--- config.mk ---
export PLATFORM = sky130hd
export DESIGN_NAME = instr_sequencer
export DESIGN_NICKNAME = d
export VERILOG_FILES = /design/src/rtl/seq_pkg.sv /design/src/rtl/instr_sequencer.sv
export SDC_FILE = /design/constraint.sdc
export NUM_CORES = 1
export LEC_CHECK = 0
export ABC_AREA = 0
export CAP_MARGIN = 5
export CORE_ASPECT_RATIO = 2
export CORE_MARGIN = 2
export CORE_UTILIZATION = 25
export CTS_BUF_LIST = sky130_fd_sc_hd__clkbuf_8
export DETAILED_ROUTE_END_ITERATION = 8
export SYNTH_ARGS = -nofsm -noshare
export SYNTH_HDL_FRONTEND = slang
export SYNTH_SLANG_ARGS = --single-unit
--- constraint.sdc ---
create_clock -name clk -period 1.65 [get_ports clk]
set_clock_uncertainty 0.15 [all_clocks]
set_input_delay 0.2475 -clock clk [delete_from_list [all_inputs] [get_ports clk]]
set_output_delay 0.2475 -clock clk [all_outputs]
set_load 0.01 [all_outputs]
--- src/rtl/seq_pkg.sv ---
// seq_pkg: shared definitions for the instruction control-step sequencer.
//   - state_t      : control step encoding (IDLE, T0..T5)
//   - OP_*         : supported ALU opcodes (IR[31:27])
//   - *_SEL        : fixed bus source select codes used by the fetch/execute steps
//   - *_LSB        : bit positions of the IR fields
//   - reg_onehot   : ra -> one-hot register load enable
//   - op_legal     : opcode support check
package seq_pkg;

    typedef enum logic [2:0] {
        S_IDLE,
        S_T0,
        S_T1,
        S_T2,
        S_T3,
        S_T4,
        S_T5
    } state_t;

    localparam logic [4:0] OP_ADD = 5'b00000;
    localparam logic [4:0] OP_SUB = 5'b00001;
    localparam logic [4:0] OP_AND = 5'b00010;
    localparam logic [4:0] OP_OR  = 5'b00011;

    localparam logic [4:0] ZLO_SEL = 5'd19;
    localparam logic [4:0] PC_SEL  = 5'd20;
    localparam logic [4:0] MDR_SEL = 5'd21;

    localparam int OP_LSB = 27;
    localparam int RA_LSB = 23;
    localparam int RB_LSB = 19;
    localparam int RC_LSB = 15;

    function automatic logic [15:0] reg_onehot(input logic [3:0] r);
        logic [15:0] v;
        v    = '0;
        v[r] = 1'b1;
        return v;
    endfunction

    // The four supported opcodes are exactly those with the top three bits clear.
    function automatic logic op_legal(input logic [4:0] op);
        return (op[4:2] == 3'b000);
    endfunction

endpackage

--- src/rtl/instr_sequencer.sv ---
// instr_sequencer: control-step sequencer for the 32-bit bus datapath.
// Each accepted start runs fetch (T0-T2) then a register-register ALU
// execute (T3-T5).
//
// state | meaning
// ------+----------------------------------------------------------
// IDLE  | waiting for start, all outputs low
// T0    | PC -> bus, load MAR, increment PC into Z
// T1    | Zlow -> bus, memory read into MDR; waits for mem_rdy
// T2    | MDR -> bus, load IR; unsupported opcode returns to IDLE
// T3    | R[rb] -> bus, load Y
// T4    | R[rc] -> bus, ALU op, load Z
// T5    | Zlow -> bus, load R[ra], done; start here chains to T0
//
// Ports:
//   clk, clr                   clock, async active-high reset
//   start                      instruction request (IDLE/T5 only)
//   IR[31:0]                   instruction register contents
//   mem_rdy                    memory read data valid
//   BusMuxSel[SELW-1:0]        bus source select
//   Rin[NREG-1:0]              one-hot register load enables
//   Read..IncPC                datapath strobes
//   ADD/SUB/AND/OR             ALU operation strobes
//   busy, done, illegal        status
module instr_sequencer
    import seq_pkg::*;
#(
    parameter int NREG = 16,
    parameter int SELW = 5
) (
    input  logic            clk,
    input  logic            clr,
    input  logic            start,
    input  logic [31:0]     IR,
    input  logic            mem_rdy,
    output logic [SELW-1:0] BusMuxSel,
    output logic [NREG-1:0] Rin,
    output logic            Read,
    output logic            MDRin,
    output logic            IRin,
    output logic            Yin,
    output logic            Zin,
    output logic            MARin,
    output logic            PCin,
    output logic            IncPC,
    output logic            ADD,
    output logic            SUB,
    output logic            AND,
    output logic            OR,
    output logic            busy,
    output logic            done,
    output logic            illegal
);

    state_t state;
    state_t nxt;

    logic [4:0] op_q;
    logic [3:0] ra_q;
    logic [3:0] rc_q;
    logic       pcin_q;
    logic       ir_legal;

    logic unused_ir;
    assign unused_ir = ^IR[RC_LSB-1:0];

    assign ir_legal = op_legal(IR[OP_LSB +: 5]);

    always_comb begin
        nxt = state;
        case (state)
            S_IDLE:  nxt = start ? S_T0 : S_IDLE;
            S_T0:    nxt = S_T1;
            S_T1:    nxt = mem_rdy ? S_T2 : S_T1;
            S_T2:    nxt = ir_legal ? S_T3 : S_IDLE;
            S_T3:    nxt = S_T4;
            S_T4:    nxt = S_T5;
            S_T5:    nxt = start ? S_T0 : S_IDLE;
            default: nxt = S_IDLE;
        endcase
    end

    // Outputs are registered from the next state so they line up with the
    // state they belong to; the async clear zeroes them without a clock.
    always_ff @(posedge clk or posedge clr) begin
        if (clr) begin
            state     <= S_IDLE;
            op_q      <= '0;
            ra_q      <= '0;
            rc_q      <= '0;
            BusMuxSel <= '0;
            Rin       <= '0;
            Read      <= 1'b0;
            MDRin     <= 1'b0;
            IRin      <= 1'b0;
            Yin       <= 1'b0;
            Zin       <= 1'b0;
            MARin     <= 1'b0;
            pcin_q    <= 1'b0;
            IncPC     <= 1'b0;
            ADD       <= 1'b0;
            SUB       <= 1'b0;
            AND       <= 1'b0;
            OR        <= 1'b0;
            busy      <= 1'b0;
            done      <= 1'b0;
        end else begin
            state <= nxt;

            // Fields are captured as the instruction is loaded, so the execute
            // steps are immune to IR changes once T3 is entered.
            if (state == S_T2) begin
                op_q <= IR[OP_LSB +: 5];
                ra_q <= IR[RA_LSB +: 4];
                rc_q <= IR[RC_LSB +: 4];
            end

            BusMuxSel <= '0;
            Rin       <= '0;
            Read      <= 1'b0;
            MDRin     <= 1'b0;
            IRin      <= 1'b0;
            Yin       <= 1'b0;
            Zin       <= 1'b0;
            MARin     <= 1'b0;
            pcin_q    <= 1'b0;
            IncPC     <= 1'b0;
            ADD       <= 1'b0;
            SUB       <= 1'b0;
            AND       <= 1'b0;
            OR        <= 1'b0;
            done      <= 1'b0;
            busy      <= (nxt != S_IDLE);

            case (nxt)
                S_T0: begin
                    BusMuxSel <= SELW'(PC_SEL);
                    MARin     <= 1'b1;
                    IncPC     <= 1'b1;
                    Zin       <= 1'b1;
                end
                S_T1: begin
                    BusMuxSel <= SELW'(ZLO_SEL);
                    Read      <= 1'b1;
                    MDRin     <= 1'b1;
                    pcin_q    <= 1'b1;
                end
                S_T2: begin
                    BusMuxSel <= SELW'(MDR_SEL);
                    IRin      <= 1'b1;
                end
                S_T3: begin
                    // Entered from T2 on this edge: rb is taken straight from IR.
                    BusMuxSel <= SELW'(IR[RB_LSB +: 4]);
                    Yin       <= 1'b1;
                end
                S_T4: begin
                    BusMuxSel <= SELW'(rc_q);
                    Zin       <= 1'b1;
                    case (op_q)
                        OP_ADD:  ADD <= 1'b1;
                        OP_SUB:  SUB <= 1'b1;
                        OP_AND:  AND <= 1'b1;
                        OP_OR:   OR  <= 1'b1;
                        default: ;
                    endcase
                end
                S_T5: begin
                    BusMuxSel <= SELW'(ZLO_SEL);
                    Rin       <= NREG'(reg_onehot(ra_q));
                    done      <= 1'b1;
                end
                default: ;
            endcase
        end
    end

    // PC loads only in the T1 exit cycle so a memory stall never reloads it.
    assign PCin    = pcin_q & mem_rdy;
    assign illegal = (state == S_T2) && !ir_legal;

endmodule

## Yosys cells after proc, flatten, opt, wreduce, memory -nomap -nowiden

Index checks and enable logic that the tools add are counted.

| storage, ports and cells | value |
|---|---|
| flip-flop bits (word level) | 48 |
| output and inout bits | 36 |

| cells by class | value |
|---|---|
| magnitude comparators | 2 |
| eq/ne operators | 15 |
| muxes and demuxes | 22 |
| bitwise operators | 1 |
| reductions and logical operators | 10 |

Operators by type and width:

| operator | number |
|---|---|
| case mux 5 bit (5 select lines) | 1 |
| == test 3 bit, second input constant | 6 |
| case mux 3 bit (6 select lines) | 1 |
| 2-to-1 mux 1 bit | 17 |
| 2-to-1 mux 16 bit | 1 |
| == test 3 x 2 -> 1 bit, second input constant | 4 |
| == test 5 x 2 -> 1 bit, second input constant | 2 |
| == test 3 x 1 -> 1 bit, second input constant | 2 |
| logical NOT 3 bit | 2 |
| OR reduction 2 bit | 3 |
| == test 5 x 1 -> 1 bit, second input constant | 1 |
| logical NOT 5 bit | 1 |
| < comparator 4 x 5 -> 1 bit, second input constant | 1 |
| demux 1 bit (select 4 bit) | 1 |
| >= comparator 4 x 1 -> 1 bit, second input constant | 1 |
| 2-to-1 mux 3 bit | 1 |
| nonzero test 3 bit | 1 |
| logical AND 1 bit | 2 |
| bitwise AND 1 bit | 1 |
| logical NOT 1 bit | 1 |

## Depth between registers and ports, before layout

Gate-level depths: netlist of run 1.

| depth | value |
|---|---|
| word-level depth | 6 |
| mapped depth | 5 |
| depth with buffers taken out | 3 |

## Worst setup path after synthesis of run 1

OpenSTA, ideal clock, no wires.

| timing path | value |
|---|---|
| kind | flip-flop to output port |
| from | reg state[2] |
| to | out illegal |
| data arrival time | 1128 ps |
| data required time | 1252 ps |
| path slack | 124 ps |
| cell stages (with the launch flop) | 5 |
| cell sequence | dfrtp_1 and3b_1 buf_6 buf_2 nor2b_1 |

| on the way | value |
|---|---|
| cells in the longest elaborated chain, start to end | 2 |

Ends and longest elaborated chain:

| item | line | RTL |
|---|---|---|
| from (decl) | instr_sequencer.sv:55 | `state_t state;` |
| from (signal assigned) | instr_sequencer.sv:108 | `state <= nxt;` |
| == test 3 x 2 -> 1 bit | instr_sequencer.sv:180 | `assign illegal = (state == S_T2) && !ir_legal;` |
| logical AND 1 bit | instr_sequencer.sv:180 |  |
| to (decl) | instr_sequencer.sv:52 | `output logic illegal` |

Every way passes these cells.

## Worst setup path after layout of run 1

| timing path | value |
|---|---|
| from | reg state[1] |
| to | reg BusMuxSel[0] |

| on the way | value |
|---|---|
| cells in the longest elaborated chain, start to end | 6 |
| elaborated cells on any way between the ends | 17 |
| those cells by class | eq/ne (12); mux (2); reduce/logical (3) |

Ends and longest elaborated chain:

| item | line | RTL |
|---|---|---|
| == test 3 bit / logical NOT 3 bit (equally long branches) | instr_sequencer.sv:71 | `case (state)` |
| OR reduction 2 bit (no source line) | -- |  |
| case mux 3 bit (6 select lines) (*) | instr_sequencer.sv:71 |  |
| == test 3 x 2 -> 1 bit / == test 3 bit (equally long branches) | instr_sequencer.sv:135 | `case (nxt)` |
| OR reduction 2 bit (no source line) | -- |  |
| case mux 5 bit (5 select lines) (*) | instr_sequencer.sv:135 |  |
| to (signal assigned) | instr_sequencer.sv:137 | `BusMuxSel <= SELW'(PC_SEL);` |
| to (signal assigned) | instr_sequencer.sv:143 | `BusMuxSel <= SELW'(ZLO_SEL);` |
| to (signal assigned) | instr_sequencer.sv:149 | `BusMuxSel <= SELW'(MDR_SEL);` |
| to (decl) | instr_sequencer.sv:36 | `output logic [SELW-1:0] BusMuxSel,` |

Every way passes the cells marked *; elsewhere a longest branch is shown, timed or not.
A chain may end at the register's enable or synchronous reset.

==> results of run 1 <==
-- cell families after synthesis --
family                    count (synthesis)  share of synthesized area, %
AOI/OAI and AO/OA                        16                         5.895
xor gates and xnor gates                  1                        0.4743
and+or+nand+nor                          60                         17.14
buffers and inverters                    13                         4.132
DFF                                      48                         65.04
muxes                                    12                         7.317
-- critical path, cell delays in order, from the launching register on --
cell	delay (ns)
dfrtp_1	0.40
and3b_1	0.19
buf_4	0.21
and2_2	0.25
a221o_1	0.29
-- through the flow --
stage | util [%] | power, µW | TNS (ns) | worst slack, ns | area, µm²
finish | 36.99 | 3665 | 0 | 0.03319 | 2668
global route | 36.99 | 3905 | -0.06656 | -0.03492 | 2668
CTS | 36.97 | 3719 | 0 | 0.02396 | 2666
detailed placement | 35.65 | 2993 | -1.065 | -0.2859 | 2571
global placement | 35.65 | 2949 | -0.9396 | -0.2737 | 2571
floorplan | - | 2452 | 0 | 0.1080 | 1847
-- worst min path at each step --
| stage | slack (ns) | end | from | depth (start not counted) |
|---|---|---|---|---|
| floorplan | 0.21 | op_q[0] | IR[27] | 2 |
| finish | 0.14 | Zin | clr | 3 |
| CTS | 0.14 | op_q[4] | clr | 3 |
| detailed placement | 0.30 | AND | op_q[0] | 1 |
| global route | 0.16 | Zin | clr | 3 |
| global placement | 0.29 | ADD | op_q[1] | 1 |
-- cell usage in the layout, fill, tap and decap left out, types with 3 or more instances in the layout --
| cell | n |
|---|---|
| nor2_1 | 15 |
| nand2_1 | 9 |
| a21oi_1 | 4 |
| mux2_2 | 12 |
| nor3_1 | 8 |
| nor2b_1 | 3 |
| inv_1 | 3 |
| nand3_1 | 4 |
| buf_4 | 12 |
| nand2b_1 | 7 |
| clkdlybuf4s50_1 | 54 |
| o21ai_0 | 3 |
| clkbuf_8 | 6 |
| dfrtp_1 | 48 |
-- power groups by stage --
stage | registers, µW | logic [µW] | clock network, µW
2_1_floorplan | 1710 | 740 | 0
3_3_place_gp | 1670 | 1280 | 0
3_5_place_dp | 1690 | 1310 | 0
4_1_cts | 1660 | 1300 | 760
5_1_grt | 1700 | 1380 | 821
6_report | 1660 | 1280 | 730
-- registers in the layout, indices dropped and copies added, names as in the netlist, 3 cells and up --
signal	cells
state	3
rc_q	4
Rin	16
ra_q	4
op_q	5
BusMuxSel	5
-- layout make-up --
cell class              instances  area, µm²  area share [%]
clock buffers                   6      82.58           3.096
clock inverters                 2      13.76          0.5159
inverters                       4      15.01          0.5629
multi-input cells              89      575.6           21.58
flip-flops and latches         48       1201           45.03
well taps                      92      115.1           4.315
repair buffers                 69      664.4           24.91
-- metal layers --
| metal | vias to the layer above | GRT usage [%] |
|---|---|---|
| met1 | 615 | 11.05 |
| met4 | 0 | 6.383 |
| li1 | 634 | - |
| met5 | - | 0 |
| met2 | 35 | 17.10 |
| met3 | 7 | 2.068 |
==> impl_metrics.env, run 1 <==
export IMPL_vias=1291
export IMPL_clock_latency_ns=0.30
export IMPL_cts_buffer_depth=2
export IMPL_synth_seq_cells=48
export IMPL_start_util_pct=25.61
export IMPL_syn_nets=186
export IMPL_antenna_left=0
export IMPL_cts_buffers_inserted=5
export IMPL_swShare_pct=31.18
export IMPL_syn_area_um2=1847
export IMPL_rsz0062_at_grt="yes"
export IMPL_synthTopCellsByArea="dfrtp_1 65%, mux2_2 7.3%, nor2_1 3.0%"
export IMPL_cp_required_ns=1.69
export IMPL_critical_path_class="reg -> reg"
export IMPL_wl_met1_um=1432
export IMPL_cts_resized_gates=6
export IMPL_holdBufCountCts=0
export IMPL_yosysSeqAreaShare_pct=65.04
export IMPL_crit_path_end_kind="register"
export IMPL_globalRouteTotalUtil_pct=10.05
export IMPL_power_leakage_uw=0.001176
export IMPL_r2r_end="BusMuxSel[0]"
export IMPL_grt_max_degree=49
export IMPL_arrival_ns=1.65
export IMPL_yosysMostFrequentCell="dfrtp_1"
export IMPL_core_um2=7212
export IMPL_die_w_um=64.78
export IMPL_hold_violations=0
export IMPL_internal_power_uw=2523
export IMPL_maxUsedRoutingLayer="met4"
export IMPL_clkSinkCount=48
export IMPL_clk_pin_slew_worst_paths_ns=0.09
export IMPL_routed_wl_um=3782
export IMPL_timing_hold_ws_ns=0.1386
export IMPL_pwr_share_clk_pct=19.9
export IMPL_setup_violations=0
export IMPL_layout_min_cycle_time_ns=1.617
export IMPL_startpoint="state[1]"
export IMPL_powerDensity_nw_per_um2=1374
export IMPL_layout_cells_non_filler=310
export IMPL_h_tree_depth=2
export IMPL_placed_cells=302
export IMPL_critPathLaunchType="register"
export IMPL_io_buffers=56
export IMPL_dp_hpwl_um=2821
export IMPL_timing_fmax_mhz=618.5
export IMPL_avgViaCountPerCell=4.165
export IMPL_crit_end="BusMuxSel[0]"
export IMPL_route_detailed_drc=0
export IMPL_die_area_um2=8133
export IMPL_fill_cells=713
export IMPL_rows=44
export IMPL_drtIter0Drc=38
export IMPL_wire_per_inst_um=12.20
export IMPL_place_congestion=0.7924
export IMPL_synth_ff_type="dfrtp_1"
export IMPL_wl_met2_um=2092
export IMPL_synth_top_area_cell="dfrtp_1"
export IMPL_status="finished clean"
export IMPL_worstMarginPinSlew_ns=0.2852
export IMPL_p_sw_uw=1143
export IMPL_synthToLayoutAreaGrowth_pct=44.44
export IMPL_ios=72
export IMPL_synth_edf_count=0
export IMPL_grt_pass1_wl_um=6078
export IMPL_async_reset_ff_share_pct=100.0
export IMPL_peakVddDrop_mv=0.7241
export IMPL_power_share_combinational_pct=34.9
export IMPL_relSlewSlack_pct=80.95
export IMPL_grt_pass1_vias=1263
export IMPL_hold_class="in -> async"
export IMPL_antenna_found_initial=0
export IMPL_cts_setup_buffers=0
export IMPL_finalCritPeriodShare_pct=97.99
export IMPL_seqPwrFrac_pct=45.2
export IMPL_synth_top_area_share_pct=65.04
export IMPL_antennaDiodeCount=0
export IMPL_root_buffer="clkbuf_8"
export IMPL_grt_overflow=0
export IMPL_yosysWarnings=0
export IMPL_avgSynthCellArea_um2=12.31
export IMPL_drive_gt1_share_pct=17.43
export IMPL_crit_fanout=18
export IMPL_dr_wl_met3_um=147
export IMPL_die_h_um=125.6
export IMPL_cts_tree="yes"
export IMPL_r2r_slack_ns=0.03
export IMPL_synth_common_cells="48 x dfrtp_1, 15 x nor2_1, 12 x mux2_2"
export IMPL_slew_violations=0
export IMPL_maxCapViolCount=0
export IMPL_reg2reg_from="state[1]"
export IMPL_fin_nets=253
export IMPL_synth_cells=150
export IMPL_synth_cell_type_count=31
export IMPL_reg2reg_depth=4
export IMPL_first_pass_iters=4
Power figures use the tool's default switching activity.
==> run 2, diff against run 1 <==
Clock period 1.65 ns to 1.6 ns, I/O delays scaled along.
==> impl_metrics.env, run 2 (synthesized netlist as in run 1, its figures left out) <==
export IMPL_status="finished clean"
export IMPL_regArea_um2=1201
export IMPL_setup_violations=0
export IMPL_grt_max_degree=49
export IMPL_route_detailed_drc=0
export IMPL_worstMarginPinSlew_ns=0.2527
export IMPL_grt_pass1_vias=1294
export IMPL_fin_util_pct=37.82
export IMPL_regMostFlops="Rin"
export IMPL_mostFrequentLayoutCells="48 x dfrtp_1, 44 x clkdlybuf4s50_1, 15 x nor2_1, 12 x mux2_2, 12 x buf_4"
export IMPL_core_um2=7212
export IMPL_layout_min_cycle_time_ns=1.580
export IMPL_cts_setup_buffers=0
export IMPL_crit_path_end_kind="output pin"
export IMPL_cts_resized_gates=9
export IMPL_h_tree_depth=2
export IMPL_cp_required_ns=1.21
export IMPL_grt_pass1_wl_um=6230
export IMPL_avgViaCountPerCell=4.296
export IMPL_clock_latency_ns=0.31
export IMPL_critPathLaunchType="register"
export IMPL_hold_violations=0
export IMPL_clk_pin_slew_worst_paths_ns=0.09
export IMPL_holdBufCountCts=0
export IMPL_die_h_um=125.6
export IMPL_fill_cells=694
export IMPL_slew_violations=0
export IMPL_root_buffer="clkbuf_8"
export IMPL_arrival_ns=1.19
export IMPL_finalCritPeriodShare_pct=98.76
export IMPL_reg2reg_depth=3
export IMPL_design_area_um2=2728
export IMPL_drive_gt1_share_pct=19.18
export IMPL_grt_overflow=0
export IMPL_place_area_um2=2579
export IMPL_routed_wl_um=3707
export IMPL_crit_end="illegal"
export IMPL_reg2reg_from="state[2]"
export IMPL_wire_per_inst_um=11.92
export IMPL_maxCapViolCount=0
export IMPL_rows=44
export IMPL_die_area_um2=8133
export IMPL_antennaDiodeCount=0
export IMPL_antenna_left=0
export IMPL_cts_tree="yes"
export IMPL_peakVddDrop_mv=0.8081
export IMPL_multi_input_area_um2=585.6
export IMPL_clkSinkCount=48
export IMPL_crit_fanout=2
export IMPL_dp_hpwl_um=2826
export IMPL_r2r_slack_ns=0.08
export IMPL_cpLargestDelayFamily="simple AND/OR/NAND/NOR gates"
export IMPL_first_pass_iters=4
export IMPL_cts_buffers_inserted=5
export IMPL_largest_reg_flops=16
export IMPL_largestRegisters="Rin: 16 flops, BusMuxSel: 5 flops, op_q: 5 flops"
export IMPL_die_w_um=64.78
export IMPL_cpPeakStageDelay_ns=0.37
export IMPL_drtIter0Drc=42
export IMPL_cts_buffer_depth=2
export IMPL_cpMaxStageDelayCell="dfrtp_1"
export IMPL_hold_class="in -> async"
export IMPL_io_buffers=56
export IMPL_start_util_pct=25.61
export IMPL_vias=1336
export IMPL_synthToLayoutAreaGrowth_pct=47.70
export IMPL_relSlewSlack_pct=83.15
export IMPL_critical_path_class="reg -> out"
export IMPL_fin_nets=254
export IMPL_startpoint="state[2]"
export IMPL_antenna_found_initial=0
export IMPL_powerDensity_nw_per_um2=1448
export IMPL_crit_cells=3
export IMPL_globalRouteTotalUtil_pct=10.10
export IMPL_power_leakage_uw=0.001329
export IMPL_r2r_end="busy"
export IMPL_rsz0062_at_grt="yes"
export IMPL_timing_fmax_mhz=632.8
export IMPL_layout_cells_most_common="dfrtp_1"
export IMPL_place_congestion=0.7957
export IMPL_cp_num_buf_inv=1
export IMPL_ios=72
export IMPL_worstPathCellList="and3b_2, nor2b_1, buf_2"
-- run 2: cell count changes in the layout (fill, tap and decap cells not counted), sizes merged --
cell           delta
dlygate4sd2       +3
clkdlybuf4s50    -10
inv               -1
bufinv            +1
dlymetal6s2s      +7
buf               +1
-- run 2: final cells by class --
type / count / share of cell area [%]
Sequential cell: 48 / 44.04
Timing Repair Buffer: 70 / 25.28
Multi-Input combinational cell: 89 / 21.47
Tap cell: 92 / 4.220
Clock buffer: 6 / 3.028
Clock inverter: 2 / 1.422
Inverter: 4 / 0.5505
-- run 2: worst min-delay path by stage --
| stage | start | end | slack [ns] | cells after the start |
|---|---|---|---|---|
| final | clr | op_q[4] | 0.13 | 3 |
| after global routing | clr | op_q[4] | 0.15 | 3 |
| after CTS | clr | op_q[4] | 0.13 | 3 |
| after detailed placement | op_q[0] | AND | 0.30 | 1 |
| after global placement | op_q[1] | ADD | 0.29 | 1 |
| after floorplan | IR[27] | op_q[0] | 0.21 | 2 |
-- run 2: per-layer routing --
metal / GRT usage [%] / wire [µm]
met5: 0 / 0
met4: 6.758 / 121
met3: 1.888 / 157
met2: 17.16 / 2077
met1: 11.08 / 1351
-- run 2: where the power goes --
group	leakage, µW	internal (µW)	switching (µW)
Sequential	0.000625	1520	191
Combinational	0.000643	736	593
Clock	0.0000614	511	400
Total	0.00133	2760	1180
-- run 2: through the flow --
| stage | hold WS, ns | instances | power [µW] | worst slack, ns | setup TNS [ns] |
|---|---|---|---|---|---|
| after floorplan | 0.2068 | 150 | 2529 | 0.06553 | 0 |
| after global placement | 0.2917 | 303 | 3053 | -0.3135 | -1.360 |
| after detailed placement | 0.3048 | 303 | 3091 | -0.3307 | -1.424 |
| after CTS | 0.1342 | 311 | 3987 | -0.002903 | -0.002903 |
| after global routing | 0.1456 | 311 | 4197 | -0.05358 | -0.05358 |
| final | 0.1327 | 311 | 3948 | 0.01982 | 0 |
-- run 2: worst reg2reg max path, stage by stage (launching register included) --
cell and delay (ns):
dfrtp_1 0.37, buf_4 0.17, or4_1 0.53, a21o_1 0.19
